==> src/rtl/f_ifu_pkg.sv <==
// Shared fetch-stage constants and the next-PC source encoding.
package f_ifu_pkg;

    localparam logic [31:0] DEF_INSTR_START  = 32'h0000_3000;
    localparam logic [31:0] DEF_EXC_ENTRANCE = 32'h0000_4180;
    localparam logic [31:0] DEF_IM_LAST      = 32'h0000_6FFC;

    localparam logic [4:0] EXC_NONE = 5'd0;
    localparam logic [4:0] EXC_ADEL = 5'd4;

    typedef enum logic [2:0] {
        NPC_SEQ,
        NPC_HOLD,
        NPC_ERET,
        NPC_CTI,
        NPC_EXC
    } npc_sel_e;

endpackage

==> src/rtl/f_ifu_npc.sv <==
// f_npc: combinational next-PC selector for the fetch stage.
module f_npc
    import f_ifu_pkg::*;
#(
    parameter logic [31:0] EXC_ENTRANCE = DEF_EXC_ENTRANCE
) (
    input  logic [31:0] pc,
    input  logic        req,
    input  logic        stall,
    input  logic        eret,
    input  logic        cti_taken,
    input  logic [31:0] target,
    input  logic [31:0] epc,
    output logic [31:0] npc
);

    npc_sel_e sel;

    // Source priority: exception entry, stall hold, ERET, taken CTI, sequential.
    always_comb begin
        sel = NPC_SEQ;
        if (req)            sel = NPC_EXC;
        else if (stall)     sel = NPC_HOLD;
        else if (eret)      sel = NPC_ERET;
        else if (cti_taken) sel = NPC_CTI;
    end

    // Mux the selected source; PC+4 wraps modulo 2^32.
    always_comb begin
        npc = pc + 32'd4;
        case (sel)
            NPC_EXC:  npc = EXC_ENTRANCE;
            NPC_HOLD: npc = pc;
            NPC_ERET: npc = epc;
            NPC_CTI:  npc = target;
            default:  npc = pc + 32'd4;
        endcase
    end

endmodule

==> src/rtl/f_ifu.sv <==
// f_ifu: fetch-stage instruction unit. Owns the PC register, drives the
// instruction-memory address and produces the F-stage outputs.
// Optional feature macro: IFU_ADDR_CHECK_EN (fetches outside
// INSTR_START..IM_LAST also raise AdEL).
module f_ifu
    import f_ifu_pkg::*;
#(
    parameter logic [31:0] INSTR_START  = DEF_INSTR_START,
    parameter logic [31:0] EXC_ENTRANCE = DEF_EXC_ENTRANCE,
    parameter logic [31:0] IM_LAST      = DEF_IM_LAST
) (
    input  logic        clk,
    input  logic        reset,
    input  logic        req,
    input  logic        stall,
    input  logic        D_BranchTaken,
    input  logic        D_JumpTaken,
    input  logic [31:0] D_NPCTarget,
    input  logic        D_IsCTI,
    input  logic        D_Eret,
    input  logic [31:0] EPC,
    output logic [31:0] i_inst_addr,
    input  logic [31:0] i_inst_rdata,
    output logic [31:0] F_PC,
    output logic [31:0] F_Instr,
    output logic        F_DelaySlot,
    output logic [4:0]  F_EXCCode
);

`ifdef IFU_ADDR_CHECK_EN
    localparam logic RANGE_CHECK = 1'b1;
`else
    localparam logic RANGE_CHECK = 1'b0;
`endif

    logic [31:0] pc;
    logic [31:0] npc;
    logic        misaligned;
    logic        out_of_range;
    logic        adel;

    f_npc #(
        .EXC_ENTRANCE (EXC_ENTRANCE)
    ) u_npc (
        .pc        (pc),
        .req       (req),
        .stall     (stall),
        .eret      (D_Eret),
        .cti_taken (D_BranchTaken | D_JumpTaken),
        .target    (D_NPCTarget),
        .epc       (EPC),
        .npc       (npc)
    );

    // PC register: the only state in the fetch stage.
    always_ff @(posedge clk or posedge reset) begin
        if (reset) pc <= INSTR_START;
        else       pc <= npc;
    end

    // Fetch address exception detection.
    always_comb begin
        misaligned   = (pc[1:0] != 2'b00);
        out_of_range = (pc < INSTR_START) || (pc > IM_LAST);
        adel         = misaligned | (RANGE_CHECK & out_of_range);
    end

    // F-stage outputs; an ERET in D turns the current fetch into a silent bubble,
    // which takes precedence over any AdEL on that wrong-path address.
    always_comb begin
        i_inst_addr = pc;
        F_PC        = pc;
        F_DelaySlot = D_IsCTI & ~D_Eret;
        F_Instr     = i_inst_rdata;
        F_EXCCode   = EXC_NONE;
        if (D_Eret) begin
            F_Instr = '0;
        end else if (adel) begin
            F_Instr   = '0;
            F_EXCCode = EXC_ADEL;
        end
    end

endmodule

==> config.mk <==
export PLATFORM = sky130hd
export DESIGN_NAME = f_ifu
export DESIGN_NICKNAME = d
export VERILOG_FILES = /design/src/rtl/f_ifu_pkg.sv /design/src/rtl/f_ifu_npc.sv /design/src/rtl/f_ifu.sv
export SDC_FILE = /design/constraint.sdc
export NUM_CORES = 1
export LEC_CHECK = 0
export BUFFER_PORTS_ARGS = -buffer_cell sky130_fd_sc_hd__buf_2
export CAP_MARGIN = 5
export CELL_PAD_IN_SITES_DETAIL_PLACEMENT = 1
export CELL_PAD_IN_SITES_GLOBAL_PLACEMENT = 2
export CORE_ASPECT_RATIO = 0.5
export CORE_MARGIN = 4
export CORE_UTILIZATION = 21
export DETAILED_ROUTE_END_ITERATION = 10
export PLACE_DENSITY = 0.85
export SLEW_MARGIN = 30
export SYNTH_ARGS = -nofsm -noshare
export SYNTH_HDL_FRONTEND = slang
export SYNTH_SLANG_ARGS = --single-unit
==> constraint.sdc <==
create_clock -name clk -period 2.3 [get_ports clk]
set_input_delay 0.115 -clock clk [delete_from_list [all_inputs] [get_ports clk]]
set_output_delay 0.115 -clock clk [all_outputs]
set_load 0.005 [all_outputs]
======== Word level (Yosys, flattened, before mapping) ========
Cells that the tools add are included.
word-level totals
  word-level logic and storage cells ...... 19
  flip-flop bits (word level) ............. 32
  output and inout bits ................... 102
  bits of input ports ..................... 104
operators by class
  add/subtract/negate cells ............... 1
  reductions and logical operators ........ 1
  equal/unequal tests ..................... 4
  multiplexer cells ....................... 9
  bitwise logic cells ..................... 3
operator list
  operator                                        count
  case mux 32 bit (4 select lines)                1
  two-way mux 32 bit                              2
  adder 32 x 3 -> 32 bit (second input constant)  1
  two-way mux 3 bit                               4
  == test 3 x 2 -> 1 bit (second input constant)  2
  two-way mux 5 bit                               1
  == test 3 x 1 -> 1 bit (second input constant)  1
  == test 3 bit (second input constant)           1
  two-way mux 2 bit                               1
  nonzero test 2 bit                              1
  bitwise AND 1 bit                               1
  inverter 1 bit                                  1
  OR 1 bit                                        1

======== Longest topological paths before layout ========
  depth after elaboration ................. 7
  depth in mapped cells ................... 9

======== Cells and area by module ========
From an unflattened synthesis, not the netlist that was laid out.
second synthesis, totals
  cells, all modules ...................... 319
  area, all modules ....................... 2994.1 µm²
by module, submodules not included
  module  cells an instance  times used  area an instance (µm²)  sequential area each (µm²)
  f_ifu   117                1           1679.1                  803.3
  f_npc   202                1           1315.0                  0.0

======== Least setup slack after synthesis ========
No wires, ideal clock.
  path type ............................... register to register
  from .................................... register pc[13], in the netlist F_PC[13]
  to ...................................... register pc[31], in the netlist F_PC[31]
  data required time ...................... 2.181 ns
  arrival ................................. 1.738 ns
  cell stages (with the launch flop) ...... 6
  path buffers ............................ 0
  period minus slack after synthesis ...... 1.857 ns
  setup slack ............................. 0.443 ns
  cell sequence ........................... dfstp_2 and4_1 nand4_1 or4_1 o22ai_1 o21ba_2
between the ends
  cells in the longest elaborated chain, start to end .. 2
ends and longest elaborated chain
  item                              RTL line         text
  start: declaration                f_ifu.sv:36      logic [31:0] pc;
  start signal: assignment          f_ifu.sv:58      else pc <= npc;
  adder 32 x 3 -> 32 bit            f_ifu_npc.sv:36  default: npc = pc + 32'd4;
  case mux 32 bit (4 select lines)  f_ifu_npc.sv:31  case (sel)
No other way between the ends.
A chain may end at the register's enable or synchronous reset.

======== Final worst setup path ========
  from .................................... register pc[13], in the netlist F_PC[13]
  to ...................................... register pc[30], in the netlist F_PC[30]
The elaborated chain is that of the path after synthesis.

==> qor.txt <==
GP Congestion: 0.791
Part of the cycle the worst path needs: 90.6%
Hold_ws: 52.1 ps
Clk_lat worst skew: 270 ps
GRT Util Overall: 14.7%
R2r setup slk: 220 ps
Share of flip-flops with an asynchronous set or reset: 100%
Core ar.: 12,700 um^2
DRT antenna net count: 0
Number of global-route vias before repair: 3,286
Class of the worst hold path: input pin to flip-flop
Worst hold path startpoint: D_NPCTarget[0]
Max reg flops: 32
PwrDens: 537 nW/um^2
Worst Hold Depth: 3
Post-synthesis cell count: 314
Layout cells sized above 1: 49.9%
Hold Vio Cnt, Final: 0
# resized after CTS: 0
Synth warn: 0
Area grow syn2layout: 43.3%
Post-synthesis average cell area: 8.69 um^2
DR pass1 iterations: 4
Normalized max-slew margin: 57.5%
Sequential share of power: 34.3%
WP depth: 5
Clock sinks: 32
CP Cell Sequence: and4_1 -> nand4_1 -> nor4_1 -> o21ai_0 -> a211oi_2
# Max-Cap Violations: 0
Post-synth EDFFs: 0
Ant diodes: 0
Critical path peak fanout: 9
Worst-Margin Slew: 632 ps
Setup crit start kind: flip-flop
Root buffer cell: clkbuf_16
Peak VDD IR: 0.000254 V
Drt initial violations: 106
Comb pwr share: 26.7%
First-pass GRT wire length: 17,600 um
Synth Flop Type: dfrtp_1
Vias per cell: 4.79
Multi-input logic area: 1540 um^2
Rows: 29
Critical path's slowest cell: dfstp_2
Reg-to-Reg End: F_PC[30]
DRC viols: 0
Worst-case clock buffer depth: 2
Total power: 2.10 mW
Vias: 3,155
Switching share of power: 29.5%
Clock Power Share: 39.0%
Mapped cell area: 2730 um^2
IO Count: 206
Post-route minimum period: 2080 ps
Crit path max-delay family: simple AND/OR/NAND/NOR gates
F_max: 480 MHz
Largest net degree at the start of global routing: 33
Worst Path Required: 2490 ps
Int Power: 1.48 mW
Final wirelength: 11,700 um
Fin Setup TNS: 0 ps
IO Port Bufs: 201
WHS Endpoint: F_PC[0]
# setup viols final: 0
Avg WL per Cell: 17.7 um
Clock Pin Slew Worst Setup and Hold Paths: 60 ps
DP HPWL: 9570 um
Die W: 169 um
Final net count: 593
Max H-tree Level: 2
P_leak: 1.97 nW
Unrepaired setup endpoints after global routing: false
Critical Path AT: 2280 ps
CTS Buf Count: 5
Max stage delay on crit path: 610 ps
Sequential fraction of the synthesis area: 29.4%
R2R cell count: 5
CTS tree: done
Congestion Overflow GR: 0
Cell variety after synth: 61
Dpl cells: 650
Yosys reg bits: 32
Fillers: 1,607
Setup Buffers After CTS: 0
Register area: 803 um^2
Die area: 15,000 um^2
Non-Filler Instances: 659
Initial antenna violation count: 0
Starting Density: 21.5%
Die Y: 88.6 um
FF-to-FF Start: F_PC[13]
Switching pwr: 620 uW
Commonest non-fill, non-tap cell in the layout: buf_2
Setup CP Type: flip-flop to flip-flop
Pins Over Slew Limit: 0
Clk_skew: 4.45 ps
Setup crit end kind: flip-flop
Status: finished, final reports clean
Commonest cells after routing, fill and taps aside: buf_2, and2_1, dfrtp_1
Number of buffers and inverters on the critical path: 0
-- what timing repair did --
item / CTS / global route
endpoints found under the setup margin: 0 / 0
hold buffers: 1 / 0
endpoints found under the hold margin: 30 / 0
-- stage by stage --
step	util (%)	area [um^2]	setup slack [ps]
floorplan	-	2740	443
global placement	29.3	3720	375
detailed placement	29.3	3720	257
CTS	30.8	3910	204
global route	30.8	3910	91.9
finish	30.8	3910	215
-- power by group through the flow --
stage | sequential (mW) | clock (mW) | combinational [mW]
6_report | 0.720 | 0.821 | 0.561
3_3_place_gp | 0.726 | 0 | 0.561
2_1_floorplan | 0.710 | 0 | 0.323
5_1_grt | 0.737 | 0.862 | 0.624
3_5_place_dp | 0.730 | 0 | 0.570
4_1_cts | 0.721 | 0.829 | 0.574
-- worst min-delay path: cells and delay by family --
kind                   cells  cell delay [ps]
buffers and inverters      2              120
AOI/OAI and AO/OA          1               50
-- worst max-delay path by stage --
stage | start | to | slack (ps)
2_1_floorplan | F_PC[13] | F_PC[31] | 440
3_3_place_gp | F_PC[2] | F_PC[18] | 380
3_5_place_dp | F_PC[13] | F_PC[30] | 260
4_1_cts | F_PC[13] | F_PC[30] | 200
5_1_grt | F_PC[13] | F_PC[26] | 90
6_report | F_PC[13] | F_PC[30] | 220
-- final cells by class --
| class | instances | area share [%] |
|---|---|---|
| multi-input combinational | 224 | 39.3 |
| timing repair buffer | 218 | 29.4 |
| clock inverter | 1 | 0.768 |
| clock buffer | 7 | 3.90 |
| inverter | 7 | 0.672 |
| sequential | 32 | 20.5 |
| tap | 170 | 5.44 |
-- layer usage --
layer	up-vias	global-route usage (%)	wire length, um
met1	1544	18.8	5000
met2	106	26.4	5870
li1	1494	-	-
met4	0	3.21	153
met3	11	2.72	668
met5	-	0	0
-- synthesized netlist by cell type (all sizes together), types with 7 or more instances --
| cell | count | area, um^2 |
|---|---|---|
| nor2 | 14 | 52.6 |
| nor3 | 8 | 40.0 |
| buf | 45 | 349 |
| nand4 | 9 | 62.6 |
| clkbuf | 9 | 33.8 |
| nand2 | 12 | 66.3 |
| and3 | 7 | 43.8 |
| a21oi | 16 | 80.1 |
| o21ai | 12 | 60.1 |
| a22oi | 12 | 90.1 |
| nand3 | 8 | 40.0 |
| and2 | 34 | 213 |
| and4 | 7 | 61.3 |
| dfrtp | 30 | 751 |
| a221oi | 13 | 126 |
| inv | 7 | 26.3 |
-- cells by family (layout without fill, tap and decap cells) --
logic type,count (synthesis),count (layout),share of synthesized area [%]
fa+ha+maj,1,1,0.459
xor+xnor,7,7,2.25
other cells,1,4,0.137
compound gates,94,94,26.5
flops,32,32,29.4
buf+inv,61,233,15.0
simple gates,118,118,26.2
Note: power is estimated with default switching activity, not from simulation.
